===== config.mk =====
export PLATFORM = sky130hd
export DESIGN_NAME = multicycle_ctrl
export DESIGN_NICKNAME = d
export VERILOG_FILES = /design/src/rtl/multicycle_ctrl.sv
export SDC_FILE = /design/constraint.sdc
export NUM_CORES = 1
export LEC_CHECK = 0
export BUFFER_PORTS_ARGS = -buffer_cell sky130_fd_sc_hd__buf_2
export CORE_MARGIN = 1.5
export CORE_UTILIZATION = 50
export DETAILED_ROUTE_END_ITERATION = 7
export PLACE_DENSITY = 0.89
export SLEW_MARGIN = 10
export SYNTH_ARGS = -nofsm -noshare
export SYNTH_HDL_FRONTEND = slang
export SYNTH_SLANG_ARGS = --single-unit

===== constraint.sdc =====
create_clock -name clk -period 2 [get_ports clk]
set_clock_uncertainty 0.15 [all_clocks]
set_input_delay 0.1 -clock clk [delete_from_list [all_inputs] [get_ports clk]]
set_output_delay 0.1 -clock clk [all_outputs]
set_load 0.01 [all_outputs]

===== src/rtl/multicycle_ctrl.sv =====
// Multi-cycle MIPS control sequencer: steps a shared ALU and unified memory through
// fetch/decode/execute/memory/writeback, handshaking with memory via mem_req/mem_ready.
module multicycle_ctrl (
   input  logic       clk,
   input  logic       rst,
   input  logic [5:0] opcode,
   input  logic       zero,
   input  logic       mem_ready,
   output logic       mem_req,
   output logic       mem_we,
   output logic       iord,
   output logic       ir_write,
   output logic       pc_write,
   output logic [1:0] pcsrc,
   output logic       alusrca,
   output logic [1:0] alusrcb,
   output logic [1:0] aluop,
   output logic       regwrite,
   output logic       regdst,
   output logic       memtoreg,
   output logic       instr_done,
   output logic       illegal_op,
   output logic [3:0] state
);

   localparam logic [5:0] OP_LW   = 6'b100011;
   localparam logic [5:0] OP_SW   = 6'b101011;
   localparam logic [5:0] OP_ADDI = 6'b001000;
   localparam logic [5:0] OP_BEQ  = 6'b000100;
   localparam logic [5:0] OP_BNE  = 6'b000101;
   localparam logic [5:0] OP_ADD  = 6'b000000;
   localparam logic [5:0] OP_J    = 6'b000010;

   typedef enum logic [3:0] {
      FETCH   = 4'd0,
      DECODE  = 4'd1,
      MEMADR  = 4'd2,
      MEM_RD  = 4'd3,
      MEM_WB  = 4'd4,
      MEM_WR  = 4'd5,
      EXEC_R  = 4'd6,
      ALU_WB  = 4'd7,
      EXEC_I  = 4'd8,
      ADDI_WB = 4'd9,
      BRANCH  = 4'd10,
      JUMP    = 4'd11
   } state_t;

   state_t     state_q, state_d;
   logic [5:0] op_q, op_d;

   // Next-state and output decode; reset forces every output low regardless of state
   always_comb begin
      state_d    = FETCH;
      op_d       = op_q;
      mem_req    = 1'b0;
      mem_we     = 1'b0;
      iord       = 1'b0;
      ir_write   = 1'b0;
      pc_write   = 1'b0;
      pcsrc      = 2'b00;
      alusrca    = 1'b0;
      alusrcb    = 2'b00;
      aluop      = 2'b00;
      regwrite   = 1'b0;
      regdst     = 1'b0;
      memtoreg   = 1'b0;
      instr_done = 1'b0;
      illegal_op = 1'b0;
      state      = 4'd0;
      if (!rst) begin
         state = state_q;
         case (state_q)
            FETCH: begin
               mem_req = 1'b1;
               alusrcb = 2'b01;
               if (mem_ready) begin
                  ir_write = 1'b1;
                  pc_write = 1'b1;
                  state_d  = DECODE;
               end else begin
                  state_d  = FETCH;
               end
            end
            DECODE: begin
               alusrcb = 2'b11;
               op_d    = opcode;
               case (opcode)
                  OP_LW, OP_SW:   state_d = MEMADR;
                  OP_ADD:         state_d = EXEC_R;
                  OP_ADDI:        state_d = EXEC_I;
                  OP_BEQ, OP_BNE: state_d = BRANCH;
                  OP_J:           state_d = JUMP;
                  default: begin
                     illegal_op = 1'b1;
                     instr_done = 1'b1;
                     state_d    = FETCH;
                  end
               endcase
            end
            MEMADR: begin
               alusrca = 1'b1;
               alusrcb = 2'b10;
               state_d = (op_q == OP_LW) ? MEM_RD : MEM_WR;
            end
            MEM_RD: begin
               mem_req = 1'b1;
               iord    = 1'b1;
               state_d = mem_ready ? MEM_WB : MEM_RD;
            end
            MEM_WB: begin
               regwrite   = 1'b1;
               memtoreg   = 1'b1;
               instr_done = 1'b1;
               state_d    = FETCH;
            end
            MEM_WR: begin
               mem_req = 1'b1;
               mem_we  = 1'b1;
               iord    = 1'b1;
               if (mem_ready) begin
                  instr_done = 1'b1;
                  state_d    = FETCH;
               end else begin
                  state_d    = MEM_WR;
               end
            end
            EXEC_R: begin
               alusrca = 1'b1;
               aluop   = 2'b10;
               state_d = ALU_WB;
            end
            ALU_WB: begin
               regwrite   = 1'b1;
               regdst     = 1'b1;
               instr_done = 1'b1;
               state_d    = FETCH;
            end
            EXEC_I: begin
               alusrca = 1'b1;
               alusrcb = 2'b10;
               state_d = ADDI_WB;
            end
            ADDI_WB: begin
               regwrite   = 1'b1;
               instr_done = 1'b1;
               state_d    = FETCH;
            end
            BRANCH: begin
               alusrca    = 1'b1;
               aluop      = 2'b01;
               pcsrc      = 2'b01;
               instr_done = 1'b1;
               pc_write   = ((op_q == OP_BEQ) && zero) || ((op_q == OP_BNE) && !zero);
               state_d    = FETCH;
            end
            JUMP: begin
               pcsrc      = 2'b10;
               pc_write   = 1'b1;
               instr_done = 1'b1;
               state_d    = FETCH;
            end
            // unreachable encodings: outputs stay low and recover to FETCH
            default: begin
               state_d = FETCH;
            end
         endcase
      end
   end

   // State and latched opcode registers
   always_ff @(posedge clk) begin
      if (rst) begin
         state_q <= FETCH;
         op_q    <= 6'd0;
      end else begin
         state_q <= state_d;
         op_q    <= op_d;
      end
   end

endmodule


# Yosys cells after proc, flatten, opt, wreduce, memory -nomap -nowiden
# Cells that the tools add are included.
# op_classes
reduce_logical	15
n_mux	37
n_eq_ne	20
# ops
cell	n
$pmux W4 S7	1
$eq A6 B3 Y1 const B	4
$mux W1	23
$pmux W4 S5	1
$eq A6 B6 Y1 const B	3
$eq A4 B3 Y1 const B	4
$eq A4 B4 Y1 const B	4
$mux W3	3
$eq A4 B2 Y1 const B	2
$pmux W2 S2	2
$reduce_or A2 Y1	4
$reduce_or A7 Y1	1
$eq A6 B2 Y1 const B	1
$eq A6 B4 Y1 const B	1
$logic_not A6 Y1	1
$mux W2	3
$pmux W1 S3	2
$pmux W2 S3	1
$reduce_or A3 Y1	2
$reduce_or A5 Y1	1
$eq A4 B1 Y1 const B	1
$logic_not A4 Y1	1
$mux W4	1
$reduce_or A4 Y1	1
other kinds (3)	4
# word_totals
elab_cells	74
out_inout_bits	21
ff_bits	10

# Logic depth before layout (Yosys ltp)
# Gate-level depths: netlist (run 1).
# logic_depth
word_depth	5
mapped_depth	6
mapped_depth_nobuf	4

# Least setup slack after synthesis (run 1)
# Ideal clock, no wire load.
# synth_timing
kind	register -> output
from	reg state_q[0]
to	out pc_write
path_stages_with_launch	6
t_arrival_ps	1389
n_path_buf	2
setup_slack_ps	361
t_required_ps	1750
path_cell_list	dfxtp_1 -> buf_2 -> clkbuf_1 -> nand2_1 -> o311a_1 -> nor4_1
# synth_via
elab_chain_cells	3
elab_cells_between_ends	5
cone_classes	eq/ne (2); mux (2); reduce/logical (1)
# synth_lines
element	line_no	rtl
start: declaration	49	state_t state_q, state_d;
start signal: assignment	177	state_q <= state_d;
$eq A4 B4 Y1 / $logic_not A4 Y1 (equally long branches)	73	case (state_q)
$pmux W1 S3 (*)	73	
$mux W1 (*)	71	if (!rst) begin
end: declaration	13	output logic pc_write,
# Mark *: on every way between the ends. The rest lies on a longest branch, timed or not.

# Worst setup path in the final report (run 1)
# layout_timing
from	reg op_q[0]
to	out pc_write
# layout_via
elab_chain_cells	5
elab_cells_between_ends	7
cone_classes	eq/ne (2); mux (2); reduce/logical (3)
# layout_lines
element	line_no	rtl
start: declaration	50	logic [5:0] op_q, op_d;
start signal: assignment	178	op_q <= op_d;
$eq A6 B3 Y1	154	pc_write = ((op_q == OP_BEQ) && zero) || ((op_q == OP_BNE) && !zero);
$logic_and A1 B1 Y1	154	
$logic_or A1 B1 Y1 (*)	154	
$pmux W1 S3 (*)	73	
$mux W1 (*)	71	
# Marks and branches as above.

==> impl_metrics.tcl, run 1 <==
set metrics [dict create \
    preCtsSetupSlack_ns 0.2378 \
    ys_seq_elements 10 \
    pwr-share-comb 0.224 \
    p_per_area_nw_per_um2 456.8 \
    antenna_cells 0 \
    start_util 0.5412 \
    grt_usage 0.2568 \
    maxCapViolations 0 \
    async_flop_share 0 \
    clk_latency_ns 0.27 \
    drt_iter0_markers 33 \
    die_h_um 46.47 \
    cts_tree "done" \
    die_w_um 46.47 \
    maxSlewHeadroom 0.7075 \
    setup_viol 0 \
    ios 31 \
    synth_area_um2 944.7 \
    p_int_w 0.0003707 \
    ant_nets 0 \
    io_buffers 30 \
    grt_first_pass_wirelength_um 3974 \
    syn2layout_area_growth_pct 21.32 \
    power.switching_w 0.0001529 \
    drcViolationCount 0 \
    synthTopCellsByArea "dfxtp_1 (21%), nor2_1 (8.7%), mux2i_1 (7.4%)" \
    postSynthCellCount 129 \
    slowest_delay_ns 0.37 \
    swShare 0.2920 \
    clkPwrFrac 0.359 \
    ys_types 41 \
    yosysTopAreaCellShare 0.2119 \
    gp_congestion 0.8438 \
    synth.avg_cell_area_um2 7.323 \
    leakage_nw 0.4984 \
    antenna_found_initial 0 \
    vias 1073 \
    fin_setup_tns_ns 0 \
    cts_max_path_buffers 2 \
    fin_crit_sh 0.9461 \
    drive_gt1_frac 0.2968 \
    final_net_count 166 \
    crit_required_ns 1.75 \
    cp_data_arrival_time_ns 1.64 \
    hold_viol_final 0 \
    status "finished, final reports clean" \
    critPathSlowestCell "dfxtp_1" \
    synth_edf_count 0 \
    routed_wl_um 2511 \
    htree_levels 1 \
    path_cells "xor2_1 > nand4_1 > o311a_1 > nor4_1 > buf_2" \
    coreArea_um2 1745 \
    die_area_um2 2159 \
    rsz0062_at_grt "no" \
    grt_pass1_vias 888 \
    rows 15 \
    max_freq_ghz 0.5285 \
    synthesis.nets 139 \
    slew_violations 0 \
    ir_worst_vdd_uv 467.2 \
    grt_max_degree 27 \
    gr-total-overflow 0 \
    path_buf_inv 1 \
    cts.sinks 10 \
    fin_crit_ns 1.892 \
    drtPass1Iterations 4 \
    ys_warn_count 0 \
    hpwl_um 1807 \
    via_per_inst 5.961 \
    ys_seq_area_frac 0.2119 \
    yosysMostFrequentCell "nor2_1" \
    path_delay_family "flip-flops" \
    synth_ff_type "dfxtp_1" \
    synth_common_cells "nor2_1 (22), dfxtp_1 (10), a21oi_1 (8), nor2b_1 (8)" \
    cts_buffers 3 \
    wl_per_cell_um 13.95 \
    post_cts_buffers 0 \
    endpoint_kind "output pin" \
    worst_pin_slew_ns 0.4333 \
    pwr-share-seq 0.418 \
    clk_pin_slew_worst_paths_ns 0.06 \
    critical_path.max_fanout 3 \
    fin_ws_ns 0.1077 \
    hold_path_class "primary input to register" \
    cts-root-buf "clkbuf_4" \
    yosysTopAreaCell "dfxtp_1" \
    worstSetupPathType "register to output pin" \
    cp-start-kind "register" \
]
layer usage:
layer / share of wire / track usage / up-vias / routed length [um]
met2: 0.47 / 0.4000 / 49 / 1187
met5: 0 / 0 / - / 0
met1: 0.44 / 0.3365 / 497 / 1094
met3: 0.072 / 0.04706 / 8 / 182
li1: - / - / 519 / -
met4: 0.018 / 0.1257 / 0 / 46
power groups by stage:
stage | Clock [W] | Sequential, W | Combinational, W
2_1_floorplan | 0 | 0.000217 | 0.0000815
3_3_place_gp | 0 | 0.000222 | 0.000108
3_5_place_dp | 0 | 0.000223 | 0.000112
4_1_cts | 0.000193 | 0.000218 | 0.000115
5_1_grt | 0.000202 | 0.000220 | 0.000129
6_report | 0.000188 | 0.000219 | 0.000117
flip-flops by register name, summed over array words and instances, names as in the netlist:
signal	cells
op_q	6
state_q	4
tightest hold or removal path: cells and delay by family:
family,cells,cell delay (ns)
muxes,1,0.09
and+or+nand+nor,1,0.08
buffers and inverters,1,0.13
what timing repair did:
action | in CTS | in global routing
hold endpoints to repair | 1 | 0
hold buffers | 1 | 0
endpoints found under the setup margin | 4 | 5
gates resized for setup | 1 | 4
gates cloned | 0 | 0
placed cells by master (no fill, tap or decap), drive strengths merged, types with 4 or more instances in the layout:
| cell type | instances |
|---|---|
| a21oi | 8 |
| buf | 35 |
| clkbuf | 4 |
| dfxtp | 10 |
| mux2i | 7 |
| nand2 | 5 |
| nor2 | 22 |
| nor2b | 8 |
| nor3 | 5 |
| nor4 | 5 |
| o21ai | 6 |
worst paths after layout:
kind	to	cells past startpoint	start	slack, ns
min reg2reg	op_q[2]$_SDFFE_PP0P_	2	op_q[2]$_SDFFE_PP0P_	0.38
min	op_q[0]$_SDFFE_PP0P_	3	opcode[0]	0.009
max reg2reg	state_q[1]$_SDFF_PP0_	5	state_q[0]$_SDFF_PP0_	0.33
max	pc_write	5	op_q[0]$_SDFFE_PP0P_	0.11
metrics by stage:
stage | instances | hold slack [ns] | power (W) | util | cell area [um2]
floorplan | 129 | 0.09720 | 0.0002988 | - | 944.7
finish | 180 | 0.009307 | 0.0005236 | 0.6566 | 1146
global placement | 175 | 0.2589 | 0.0003302 | 0.6229 | 1087
global route | 180 | 0.02573 | 0.0005513 | 0.6566 | 1146
detailed placement | 175 | 0.2782 | 0.0003346 | 0.6229 | 1087
CTS | 180 | 0.0006377 | 0.0005254 | 0.6502 | 1135
cell families (layout without fill, tap and decap cells):
family,Yosys count,after routing,synth area share
compound gates,27,27,0.1868
xor+xnor,3,3,0.02782
buf+inv,15,41,0.08476
flops,10,10,0.2119
mux,7,7,0.07418
simple gates,67,67,0.4146
cell type report:
type                       instances  area, um2
tap                               25      31.28
fill                             152      599.3
sequential                        10      203.9
timing repair buffer              36      197.7
clock buffer                       4      36.28
multi-input combinational        104      673.1
inverter                           1      3.754
Power figures use the tool's default switching activity.
==> inputs of run 2 (changes only) <==
==> constraint.sdc (replaced) <==
create_clock -name clk -period 1.9 [get_ports clk]
set_clock_uncertainty 0.15 [all_clocks]
set_input_delay 0.095 -clock clk [delete_from_list [all_inputs] [get_ports clk]]
set_output_delay 0.095 -clock clk [all_outputs]
set_load 0.01 [all_outputs]
==> run 2 against run 1 <==
Die area did not move. Wire length is 2.2% higher. Flip-flop and latch count unchanged. Hold slack gained 0.024 ns. Global-route usage rose by 0.059 points. Sequential share of layout area down 0.48 points. Register-to-register slack got worse by 0.04 ns. Core utilization grew 2.2 points. Largest cell class unchanged.
==> impl_metrics.tcl, run 2 (synthesized netlist as in run 1, its figures left out) <==
set metrics [dict create \
    swShare 0.2987 \
    rows 15 \
    cts_max_path_buffers 2 \
    pwr-share-seq 0.409 \
    wl_per_cell_um 14.03 \
    critical_path.max_fanout 2 \
    max_freq_ghz 0.5524 \
    cp_data_arrival_time_ns 1.57 \
    final_cell_mix "buf_2 (30), nor2_1 (22), nor2b_1 (8), a21oi_1 (8), mux2i_1 (7)" \
    top_regs "op_q x6, state_q x4" \
    die_area_um2 2159 \
    power.switching_w 0.0001682 \
    p_per_area_nw_per_um2 475.3 \
    gr-total-overflow 0 \
    routed_wl_um 2567 \
    via_per_inst 5.929 \
    maxSlewHeadroom 0.6120 \
    fin_util 0.6789 \
    fin_crit_sh 0.9528 \
    rsz0062_at_grt "no" \
    fin_setup_tns_ns 0 \
    die_h_um 46.47 \
    cts-root-buf "clkbuf_4" \
    ir_worst_vdd_uv 484.3 \
    top_register "op_q" \
    cts.sinks 10 \
    pwr-share-comb 0.231 \
    gp_congestion 0.8313 \
    grt_first_pass_wirelength_um 3981 \
    ios 31 \
    maxCapViolations 0 \
    syn2layout_area_growth_pct 25.43 \
    vias 1085 \
    fin_crit_ns 1.810 \
    hpwl_um 1768 \
    cp-start-kind "register" \
    clkPwrFrac 0.360 \
    clk_pin_slew_worst_paths_ns 0.07 \
    slew_violations 0 \
    worst_pin_slew_ns 0.5766 \
    io_buffers 30 \
    largest_reg_flops 6 \
    crit_required_ns 1.65 \
    setup_viol 0 \
    die_w_um 46.47 \
    p_int_w 0.0003949 \
    antenna_found_initial 0 \
    cts_buffers 3 \
    coreArea_um2 1745 \
    hold_path_class "primary input to register" \
    endpoint_kind "output pin" \
    drive_gt1_frac 0.2975 \
    start_util 0.5412 \
    drtPass1Iterations 4 \
    leakage_nw 0.5142 \
    status "finished, final reports clean" \
    final_common_cell "buf_2" \
    clk_latency_ns 0.28 \
    drcViolationCount 0 \
    htree_levels 1 \
    cts_tree "done" \
    grt_pass1_vias 888 \
    worstSetupPathType "register to output pin" \
    antenna_cells 0 \
    grt_usage 0.2574 \
    hold_viol_final 0 \
    ant_nets 0 \
    final_net_count 169 \
    grt_max_degree 23 \
    drt_iter0_markers 52 \
]
==> run 2: changes by cell type in the layout (fill, tap and decap cells not counted) <==
cell and delta:
dlygate4sd3_1 +2, buf_12 +1, dfxtp_1 -1, dfxtp_2 +1, nor2b_1 +1, nor2b_2 -1
==> run 2: final timing paths <==
kind | startpoint | endpoint | slack [ns] | cells after the start
worst min-delay path | opcode[4] | state_q[1]$_SDFF_PP0_ | 0.03 | 3
worst max register to register | state_q[1]$_SDFF_PP0_ | op_q[2]$_SDFFE_PP0P_ | 0.29 | 5
worst max-delay path | op_q[0]$_SDFFE_PP0P_ | pc_write | 0.09 | 5
worst min register to register | op_q[5]$_SDFFE_PP0P_ | op_q[5]$_SDFFE_PP0P_ | 0.38 | 2
==> run 2: power groups by stage <==
stage	combinational [W]	sequential (W)	clock, W
after floorplan	0.0000858	0.000229	0
after global placement	0.000114	0.000234	0
after detailed placement	0.000119	0.000235	0
after CTS	0.000124	0.000230	0.000201
after global routing	0.000143	0.000232	0.000210
final	0.000130	0.000231	0.000203
==> run 2: what timing repair did <==
action | CTS | global route
endpoints found under the setup margin | 6 | 1
endpoints found under the hold margin | 3 | 0
setup buffers | 0 | 1
gates cloned | 0 | 0
resized for setup | 3 | 2
pin swaps | 0 | 4
hold buffers | 3 | 0
==> run 2: routing by layer <==
metal  vias up  global-route usage  wire, um
li1        528                   -         -
met1       510              0.3357      1145
met4         0              0.1257        39
met2        41              0.4083      1231
met5         -                   0         0
met3         6             0.03922       151
==> run 2: worst max-delay path: stages, from the launching register on <==
cell and delay (ns):
dfxtp_2 0.33, xor2_1 0.18, nand4_1 0.12, o311a_1 0.37, nor4_2 0.13, buf_2 0.17
==> run 2: cell type report <==
cell class                      instances  area (um2)
Inverter                                1       3.754
Fill cell                             141       560.5
Sequential cell                        10       205.2
Clock buffer                            4       36.28
Tap cell                               25       31.28
Timing Repair Buffer                   39       237.7
Multi-Input combinational cell        104       670.6
==> run 2: through the flow <==
step	cells	area, um2	total power (W)	hold slack (ns)	setup WS (ns)
2_1_floorplan	129	944.7	0.0003146	0.09220	0.2662
3_3_place_gp	175	1100	0.0003481	0.2437	0.2579
5_1_grt	183	1185	0.0005850	0.04384	0.001311
4_1_cts	182	1170	0.0005561	0.02739	0.02962
3_5_place_dp	175	1100	0.0003537	0.2542	0.2093
6_report	183	1185	0.0005631	0.03282	0.08972
